--- config.mk ---
export PLATFORM = sky130hd
export DESIGN_NAME = car_sprite_mapper
export DESIGN_NICKNAME = d
export VERILOG_FILES = /design/src/rtl/car_sprite_mapper.sv
export SDC_FILE = /design/constraint.sdc
export NUM_CORES = 1
export LEC_CHECK = 0
export BUFFER_PORTS_ARGS = -buffer_cell sky130_fd_sc_hd__buf_2
export CAP_MARGIN = 20
export CORE_MARGIN = 2
export CORE_UTILIZATION = 57
export DETAILED_ROUTE_END_ITERATION = 7
export MAX_ROUTING_LAYER = met4
export PLACE_DENSITY = 0.76
export SKIP_LAST_GASP = 1
export SYNTH_ARGS = -nofsm -noshare
export SYNTH_HDL_FRONTEND = slang
export SYNTH_SLANG_ARGS = --single-unit
export TNS_END_PERCENT = 5
--- constraint.sdc ---
create_clock -name i_render_clk -period 4.1 [get_ports i_render_clk]
set_clock_uncertainty 0.1 [all_clocks]
set_input_delay 0.205 -clock i_render_clk [delete_from_list [all_inputs] [get_ports i_render_clk]]
set_output_delay 0.205 -clock i_render_clk [all_outputs]
set_load 0.01 [all_outputs]
--- src/rtl/car_sprite_mapper.sv ---
// Per-frame pose consumer: snapshots both cars' poses, quantizes the angles to 24 sprite
// directions, and places car2 on a screen whose camera is centred on car1.
module car_sprite_mapper #(
  parameter int ANG_W    = 10,
  parameter int MAP_H_W  = 12,
  parameter int MAP_V_W  = 12,
  parameter int SCR_W    = 640,
  parameter int SCR_H    = 480,
  parameter int SPR_HALF = 32
) (
  input  logic                 i_render_clk,
  input  logic                 i_rst,
  input  logic                 i_frame_start,
  input  logic [ANG_W-1:0]     i_car1_angle,
  input  logic [ANG_W-1:0]     i_car2_angle,
  input  logic [MAP_H_W-1:0]   i_car1_x,
  input  logic [MAP_V_W-1:0]   i_car1_y,
  input  logic [MAP_H_W-1:0]   i_car2_x,
  input  logic [MAP_V_W-1:0]   i_car2_y,
  input  logic                 i_ready,
  output logic                 o_valid,
  output logic [4:0]           o_car1_dir,
  output logic [4:0]           o_car2_dir,
  output logic [MAP_H_W:0]     o_car2_sx,
  output logic [MAP_V_W:0]     o_car2_sy,
  output logic                 o_car2_vis,
  output logic                 o_busy,
  output logic                 o_drop
);

  localparam logic [2:0] S_IDLE  = 3'd0;
  localparam logic [2:0] S_LATCH = 3'd1;
  localparam logic [2:0] S_NORM  = 3'd2;
  localparam logic [2:0] S_DIV   = 3'd3;
  localparam logic [2:0] S_POS   = 3'd4;
  localparam logic [2:0] S_OUT   = 3'd5;

  localparam int AW = ANG_W + 2;
  localparam logic signed [AW-1:0] A360 = AW'(360);
  localparam logic signed [AW-1:0] A7   = AW'(7);
  localparam logic [AW-1:0]        R15  = AW'(15);

  localparam logic signed [MAP_H_W:0] HALF_W = (MAP_H_W+1)'(SCR_W / 2);
  localparam logic signed [MAP_V_W:0] HALF_H = (MAP_V_W+1)'(SCR_H / 2);
  localparam logic signed [MAP_H_W:0] SX_LO  = (MAP_H_W+1)'(-SPR_HALF);
  localparam logic signed [MAP_H_W:0] SX_HI  = (MAP_H_W+1)'(SCR_W + SPR_HALF);
  localparam logic signed [MAP_V_W:0] SY_LO  = (MAP_V_W+1)'(-SPR_HALF);
  localparam logic signed [MAP_V_W:0] SY_HI  = (MAP_V_W+1)'(SCR_H + SPR_HALF);

  logic [2:0]               state;
  logic                     c;
  logic signed [AW-1:0]     a;
  logic [AW-1:0]            r;
  logic [4:0]               q;
  logic [ANG_W-1:0]         ang2_q;
  logic [MAP_H_W-1:0]       x1_q, x2_q;
  logic [MAP_V_W-1:0]       y1_q, y2_q;

  logic signed [MAP_H_W:0]  dx, sx_n;
  logic signed [MAP_V_W:0]  dy, sy_n;
  logic                     vis_n;
  logic [4:0]               dir_n;

  always_comb begin
    dx    = {x2_q[MAP_H_W-1], x2_q} - {x1_q[MAP_H_W-1], x1_q};
    dy    = {y2_q[MAP_V_W-1], y2_q} - {y1_q[MAP_V_W-1], y1_q};
    sx_n  = HALF_W + dx;
    // Map y grows upward, screen y grows downward.
    sy_n  = HALF_H - dy;
    vis_n = (sx_n > SX_LO) && (sx_n < SX_HI) && (sy_n > SY_LO) && (sy_n < SY_HI);
    dir_n = (q == 5'd24) ? '0 : q;
  end

  assign o_valid = (state == S_OUT);
  assign o_busy  = (state != S_IDLE);

  always_ff @(posedge i_render_clk) begin
    if (i_rst) begin
      state      <= S_IDLE;
      c          <= 1'b0;
      a          <= '0;
      r          <= '0;
      q          <= '0;
      ang2_q     <= '0;
      x1_q       <= '0;
      y1_q       <= '0;
      x2_q       <= '0;
      y2_q       <= '0;
      o_car1_dir <= '0;
      o_car2_dir <= '0;
      o_car2_sx  <= '0;
      o_car2_sy  <= '0;
      o_car2_vis <= 1'b0;
      o_drop     <= 1'b0;
    end else begin
      o_drop <= i_frame_start && (state != S_IDLE);
      case (state)
        S_IDLE: begin
          if (i_frame_start) begin
            c     <= 1'b0;
            state <= S_LATCH;
          end
        end
        S_LATCH: begin
          ang2_q <= i_car2_angle;
          x1_q   <= i_car1_x;
          y1_q   <= i_car1_y;
          x2_q   <= i_car2_x;
          y2_q   <= i_car2_y;
          a      <= {{2{i_car1_angle[ANG_W-1]}}, i_car1_angle};
          state  <= S_NORM;
        end
        S_NORM: begin
          if (a[AW-1]) begin
            a <= a + A360;
          end else if (a >= A360) begin
            a <= a - A360;
          end else begin
            r     <= a + A7;
            q     <= '0;
            state <= S_DIV;
          end
        end
        S_DIV: begin
          if (r >= R15) begin
            r <= r - R15;
            q <= q + 5'd1;
          end else if (!c) begin
            o_car1_dir <= dir_n;
            c          <= 1'b1;
            a          <= {{2{ang2_q[ANG_W-1]}}, ang2_q};
            state      <= S_NORM;
          end else begin
            o_car2_dir <= dir_n;
            state      <= S_POS;
          end
        end
        S_POS: begin
          o_car2_sx  <= sx_n;
          o_car2_sy  <= sy_n;
          o_car2_vis <= vis_n;
          state      <= S_OUT;
        end
        S_OUT: begin
          if (i_ready) state <= S_IDLE;
        end
        default: state <= S_IDLE;
      endcase
    end
  end

endmodule

# [Word level (Yosys, flattened, before mapping)]
# Index checks and enable logic that the tools add are counted.
[word_totals] regBits=129 out_inout_bits=40 word_cells=88
[classes] n_addsub=9 magnitude_cmp=6 eq_ne=14 mux=24 bitwise_logic=2 n_reduce_logical=16
[ops] cell="2-to-1 mux 12 bit" count=7
[ops] cell="case mux 12 bit (3 select lines)" count=1
[ops] cell="greater-than comparator 13 x 6 -> 1 bit (second input constant)" count=2
[ops] cell="< comparator 13 x 11 -> 1 bit (second input constant)" count=2
[ops] cell="subtractor 12 x 12 -> 13 bit" count=2
[ops] cell="case mux 12 bit (2 select lines)" count=1
[ops] cell="2-to-1 mux 5 bit" count=4
[ops] cell="2-to-1 mux 3 bit" count=6
[ops] cell="case mux 3 bit (6 select lines)" count=1
[ops] cell="!= test 2 bit (second input constant)" count=7
[ops] cell="adder 10 x 13 -> 13 bit (first input constant)" count=1
[ops] cell="subtractor 9 x 13 -> 13 bit (first input constant)" count=1
[ops] cell="adder 12 x 10 -> 12 bit (second input constant)" count=1
[ops] cell="adder 12 x 4 -> 12 bit (second input constant)" count=1
[ops] cell=">= comparator 12 x 10 -> 1 bit (second input constant)" count=1
[ops] cell=">= comparator 12 x 4 -> 1 bit (second input constant)" count=1
[ops] cell="AND reduction 3 bit" count=4
[ops] cell="subtractor 12 x 10 -> 12 bit (second input constant)" count=1
[ops] cell="subtractor 12 x 4 -> 12 bit (second input constant)" count=1
[ops] cell="case mux 5 bit (2 select lines)" count=1
[ops] cell="AND reduction 4 bit" count=2
[ops] cell="equality test 3 x 2 -> 1 bit (second input constant)" count=2
[ops] cell="equality test 3 bit (second input constant)" count=2
[ops] cell="nonzero test 3 bit" count=2
[ops] cell="other kinds (11)" count=17

# [Longest topological paths before layout]
[logic_depth] word_depth=6 mapped_depth=14

# [Least setup slack after synthesis]
# No wires, ideal clock.
[synth_timing] path_kind="register to register" from="register y2_q[1]" to="register o_car2_vis" setup_time_ns=0.070 t_arrival_ns=2.710 required_ns=3.930 slack_ns=1.219 stages_incl_launch_ff=14 n_path_buf=0 period_less_slack_ns=2.881 path_cell_list="dfxtp_1 -> inv_1 -> ha_1 -> ha_1 -> fa_1 -> a21o_1 -> a41oi_2 -> nand3_1 -> a31o_1 -> a21oi_2 -> xnor2_1 -> nor4b_2 -> o22ai_1 -> a21oi_1"
[synth_via] elab_chain_cells=5
[synth_lines] element="start: declaration" line="57" rtl="logic [MAP_V_W-1:0] y1_q, y2_q;"
[synth_lines] element="start signal: assignment" line="109" rtl="y2_q <= i_car2_y;"
[synth_lines] element="subtractor 12 x 12 -> 13 bit (*)" line="66" rtl="dy = {y2_q[MAP_V_W-1], y2_q} - {y1_q[MAP_V_W-1], y1_q};"
[synth_lines] element="subtractor 9 x 13 -> 13 bit (*)" line="69" rtl="sy_n = HALF_H - dy;"
[synth_lines] element="greater-than comparator 13 x 6 -> 1 bit" line="70" rtl="vis_n = (sx_n > SX_LO) && (sx_n < SX_HI) && (sy_n > SY_LO) && (sy_n < SY_HI);"
[synth_lines] element="logical AND 1 bit" line="70"
[synth_lines] element="logical AND 1 bit (*)" line="70"
[synth_lines] element="end signal: assignment" line="141" rtl="o_car2_vis <= vis_n;"
[synth_lines] element="end: declaration" line="26" rtl="output logic o_car2_vis,"
# Every way passes the cells marked *; elsewhere a longest branch is shown, timed or not.
# A chain may end at the register's enable or synchronous reset.

# [Worst setup path in the final report]
[layout_timing] from="register r[0]" to="register a[9]"
[layout_via] elab_chain_cells=3
[layout_lines] element="start: declaration" line="53" rtl="logic [AW-1:0] r;"
[layout_lines] element="start signal: assignment" line="119" rtl="r <= a + A7;"
[layout_lines] element="start signal: assignment" line="126" rtl="r <= r - R15;"
[layout_lines] element=">= comparator 12 x 4 -> 1 bit" line="125" rtl="if (r >= R15) begin"
[layout_lines] element="!= test 2 bit (no line)"
[layout_lines] element="AND reduction 4 bit (no line)"
[layout_lines] element="end signal: assignment" line="115" rtl="a <= a + A360;"
[layout_lines] element="end signal: assignment" line="117" rtl="a <= a - A360;"
[layout_lines] element="end signal: assignment" line="131" rtl="a <= {{2{ang2_q[ANG_W-1]}}, ang2_q};"
[layout_lines] element="end: declaration" line="52" rtl="logic signed [AW-1:0] a;"
# Every way passes these cells.

==> impl_metrics.py <==
metrics = {
    "outcome": {
        "status": "finished clean",
    },
    "route": {
        "routedWlPerCell_um": 14.0,
        "vias": 6567,
        "firstDrtPassIters": 4,
        "vias_per_cell": 5.41,
        "post-route-drc-count": 0,
        "postRouteAntennaNets": 0,
        "wl_mm": 17.0,
        "first_iter_violations": 422,
    },
    "critical_path": {
        "crit_top_cell": "nor2_1",
        "criticalPathCategory": "reg2reg",
        "start_kind": "flip-flop",
        "max_stage_delay_ns": 0.72,
        "cpLargestDelayFamily": "compound AO/OA/AOI/OAI gates",
        "arrival_ns": 3.37,
        "required_ns": 4.26,
        "rrSetupSlack_ns": 0.90,
        "path_cells": "ha_1 > a31oi_2 > nand3_1 > nor2_1 > nor2_1 > a21oi_1 > nand3_2 > a21o_1 > a21oi_1 > nor2_1",
        "cp_max_fo": 16,
        "critPathCaptureType": "flip-flop",
        "cp.depth": 10,
        "critical_path_buf_inv_count": 0,
        "cpMaxStageDelayCell": "a21oi_1",
        "worstReg2RegStart": "r[0]",
        "r2r_cells": 10,
        "crit_start": "r[0]",
    },
    "sta": {
        "hold_viol": 0,
        "rsz0062_at_grt": "false",
        "relSlewSlack_pct": 28.5,
        "period_needed_ns": 3.20,
        "whs_ns": 0.0695,
        "period_share_pct": 78.1,
        "drv_slew": 0,
        "setup_ws_ns": 0.898,
        "tightest_slew_ns": 1.07,
        "fin_setup_tns_ns": 0,
        "max_freq_mhz": 312,
        "setup_viol_count_final": 0,
    },
    "clocking": {
        "cts_setup_buffers": 0,
        "clkLatencyLatePin_ns": 0.42,
        "clockRootBuffer": "clkbuf_16",
        "cts.path.max_buffers": 2,
        "numCtsBuffers": 17,
        "tritoncts": "built",
        "path_clk_slew_ns": 0.06,
        "cts-htree-levels": 4,
        "clkSinkCount": 129,
    },
    "final_layout": {
        "layout_commonest_cell": "nand2_1",
        "syn_to_final_growth_pct": 25.7,
        "drive_gt1_share_pct": 15.3,
        "diodes": 0,
        "final_cell_mix": "182 x nand2_1, 129 x dfxtp_1, 128 x a21oi_1, 110 x buf_2, 79 x nor2_1",
        "nets": 1181,
        "final_cells": 1214,
    },
    "synth": {
        "synth_edf_count": 0,
        "async_flop_share_pct": 0,
        "synth_ff_type": "dfxtp_1",
        "synth_area_per_cell_um2": 7.69,
        "syn_area_mm2": 0.00700,
        "yosys_register_bits": 129,
        "ys_warn_count": 0,
        "syn-instance-count": 910,
        "yosysUniqueCellTypes": 61,
        "syn_nets": 1036,
        "seq_area_frac_synth_pct": 36.9,
    },
    "place": {
        "port_buffers": 111,
        "pre_cts_slack_ns": 0.945,
        "hpwl_mm": 11.2,
        "place_congestion": 0.856,
        "placedCellCount": 1124,
    },
    "die": {
        "initial_utilization_pct": 58.3,
        "row_count": 40,
        "num_io_pins": 112,
        "die-area_mm2": 0.0132,
        "die_h_um": 115,
        "core-area_mm2": 0.0120,
        "die_w_um": 115,
    },
    "global_route": {
        "first_global_vias": 6294,
        "antenna_found_initial": 0,
        "track_usage_pct": 28.0,
        "grt_pass1_wl_mm": 28.9,
        "grt_max_degree": 106,
        "grt_overflow_total": 0,
    },
    "job": {
        "drv_cap": 0,
    },
    "pwr": {
        "power_leakage_nw": 3.65,
        "irDropWorstVdd_v": 0.000337,
        "powerDensity_mw_per_mm2": 461,
        "total_power_mw": 4.05,
    },
    "worst_hold_path": {
        "hold_depth": 5,
        "hold_path.startpoint": "i_car1_angle[3]",
        "hp-class": "in2reg",
    },
}
-- cell usage after synthesis, types with 4 or more instances --
library cell  count  share of area, %
a211oi_1         12               1.3
a21o_1           10               1.1
a21oi_1         128               9.2
a221oi_1          9               1.1
and3_1            4              0.36
buf_1             5              0.27
buf_2             9              0.64
clkbuf_1         39               2.1
dfxtp_1         129                37
ha_1             52               9.3
inv_1            55               3.0
mux2i_1          11               1.6
nand2_1         182               9.8
nand2b_1          6              0.54
nand3_1          16               1.1
nand3b_1          4              0.43
nand4_1           7              0.63
nor2_1           79               4.2
nor2b_1           4              0.36
nor3_1           17               1.2
nor4_1            5              0.45
o211ai_1          4              0.43
o21ai_0          35               2.5
o21bai_1          5              0.54
xnor2_1          25               3.1
xor2_1           12               1.5
-- where the power goes --
| part | internal (mW) | switching [mW] |
|---|---|---|
| sequential | 1.34 | 0.0833 |
| clock | 1.00 | 0.523 |
| combinational | 0.478 | 0.629 |
| total | 2.82 | 1.24 |
-- repair_timing --
| action | in CTS | in global routing |
|---|---|---|
| hold buffers | 59 | 0 |
| hold endpoints to repair | 60 | 0 |
| gates resized for setup | 0 | 0 |
-- registers in the layout, indices dropped and copies added, names as in the netlist, 3 cells and up --
register / cells
o_car1_dir: 5
o_car2_sx: 13
state: 3
o_car2_dir: 5
o_car2_sy: 13
y1_q: 12
x2_q: 12
ang2_q: 10
q: 5
r: 12
y2_q: 12
a: 12
x1_q: 12
-- cell type report --
class                           count  area, um2
Clock buffer                       27        533
Clock inverter                      4       70.1
Fill cell                         939       3220
Inverter                           55        206
Multi-Input combinational cell    673       4000
Sequential cell                   129       2580
Tap cell                          147        184
Timing Repair Buffer              179       1220
-- path summary, 6_finish.rpt --
path | to
worst max-delay path | a[9]
worst max register to register | a[9]
worst min register to register | o_car2_sy[4]
worst min-delay path | a[3]
-- routing by layer --
layer  global-route usage [%]  routed length [um]  vias to the layer above
met5                        -                   0                        -
met4                     8.51                 302                        0
met3                     6.38                 562                       28
met2                     47.6                8750                      103
met1                     33.1                7410                     3048
li1                         -                   -                     3388
-- logic make-up (layout without fill, tap and decap cells) --
logic type | count (synthesis) | in the layout | synth area share [%]
AO/OA/AOI/OAI | 229 | 229 | 19.6
AND/OR/NAND/NOR | 342 | 342 | 21.5
XOR/XNOR | 37 | 37 | 4.63
flip-flops | 129 | 129 | 36.9
adder cells (fa/ha/maj) | 54 | 54 | 9.87
multiplexers | 11 | 11 | 1.57
buffers and inverters | 108 | 265 | 5.95
-- stage by stage --
| stage | instance area [um2] | util, % |
|---|---|---|
| detailed placement | 7600 | 63.3 |
| finish | 8800 | 73.2 |
| CTS | 8800 | 73.2 |
| floorplan | 7000 | - |
| global route | 8800 | 73.2 |
| global placement | 7600 | 63.3 |
-- worst min-delay path, cell delays in order --
cell and delay (ns):
buf_2 0.08, o21ai_0 0.07, nor2_1 0.08, a21oi_1 0.05, nor2_1 0.07
Power figures use the tool's default switching activity.
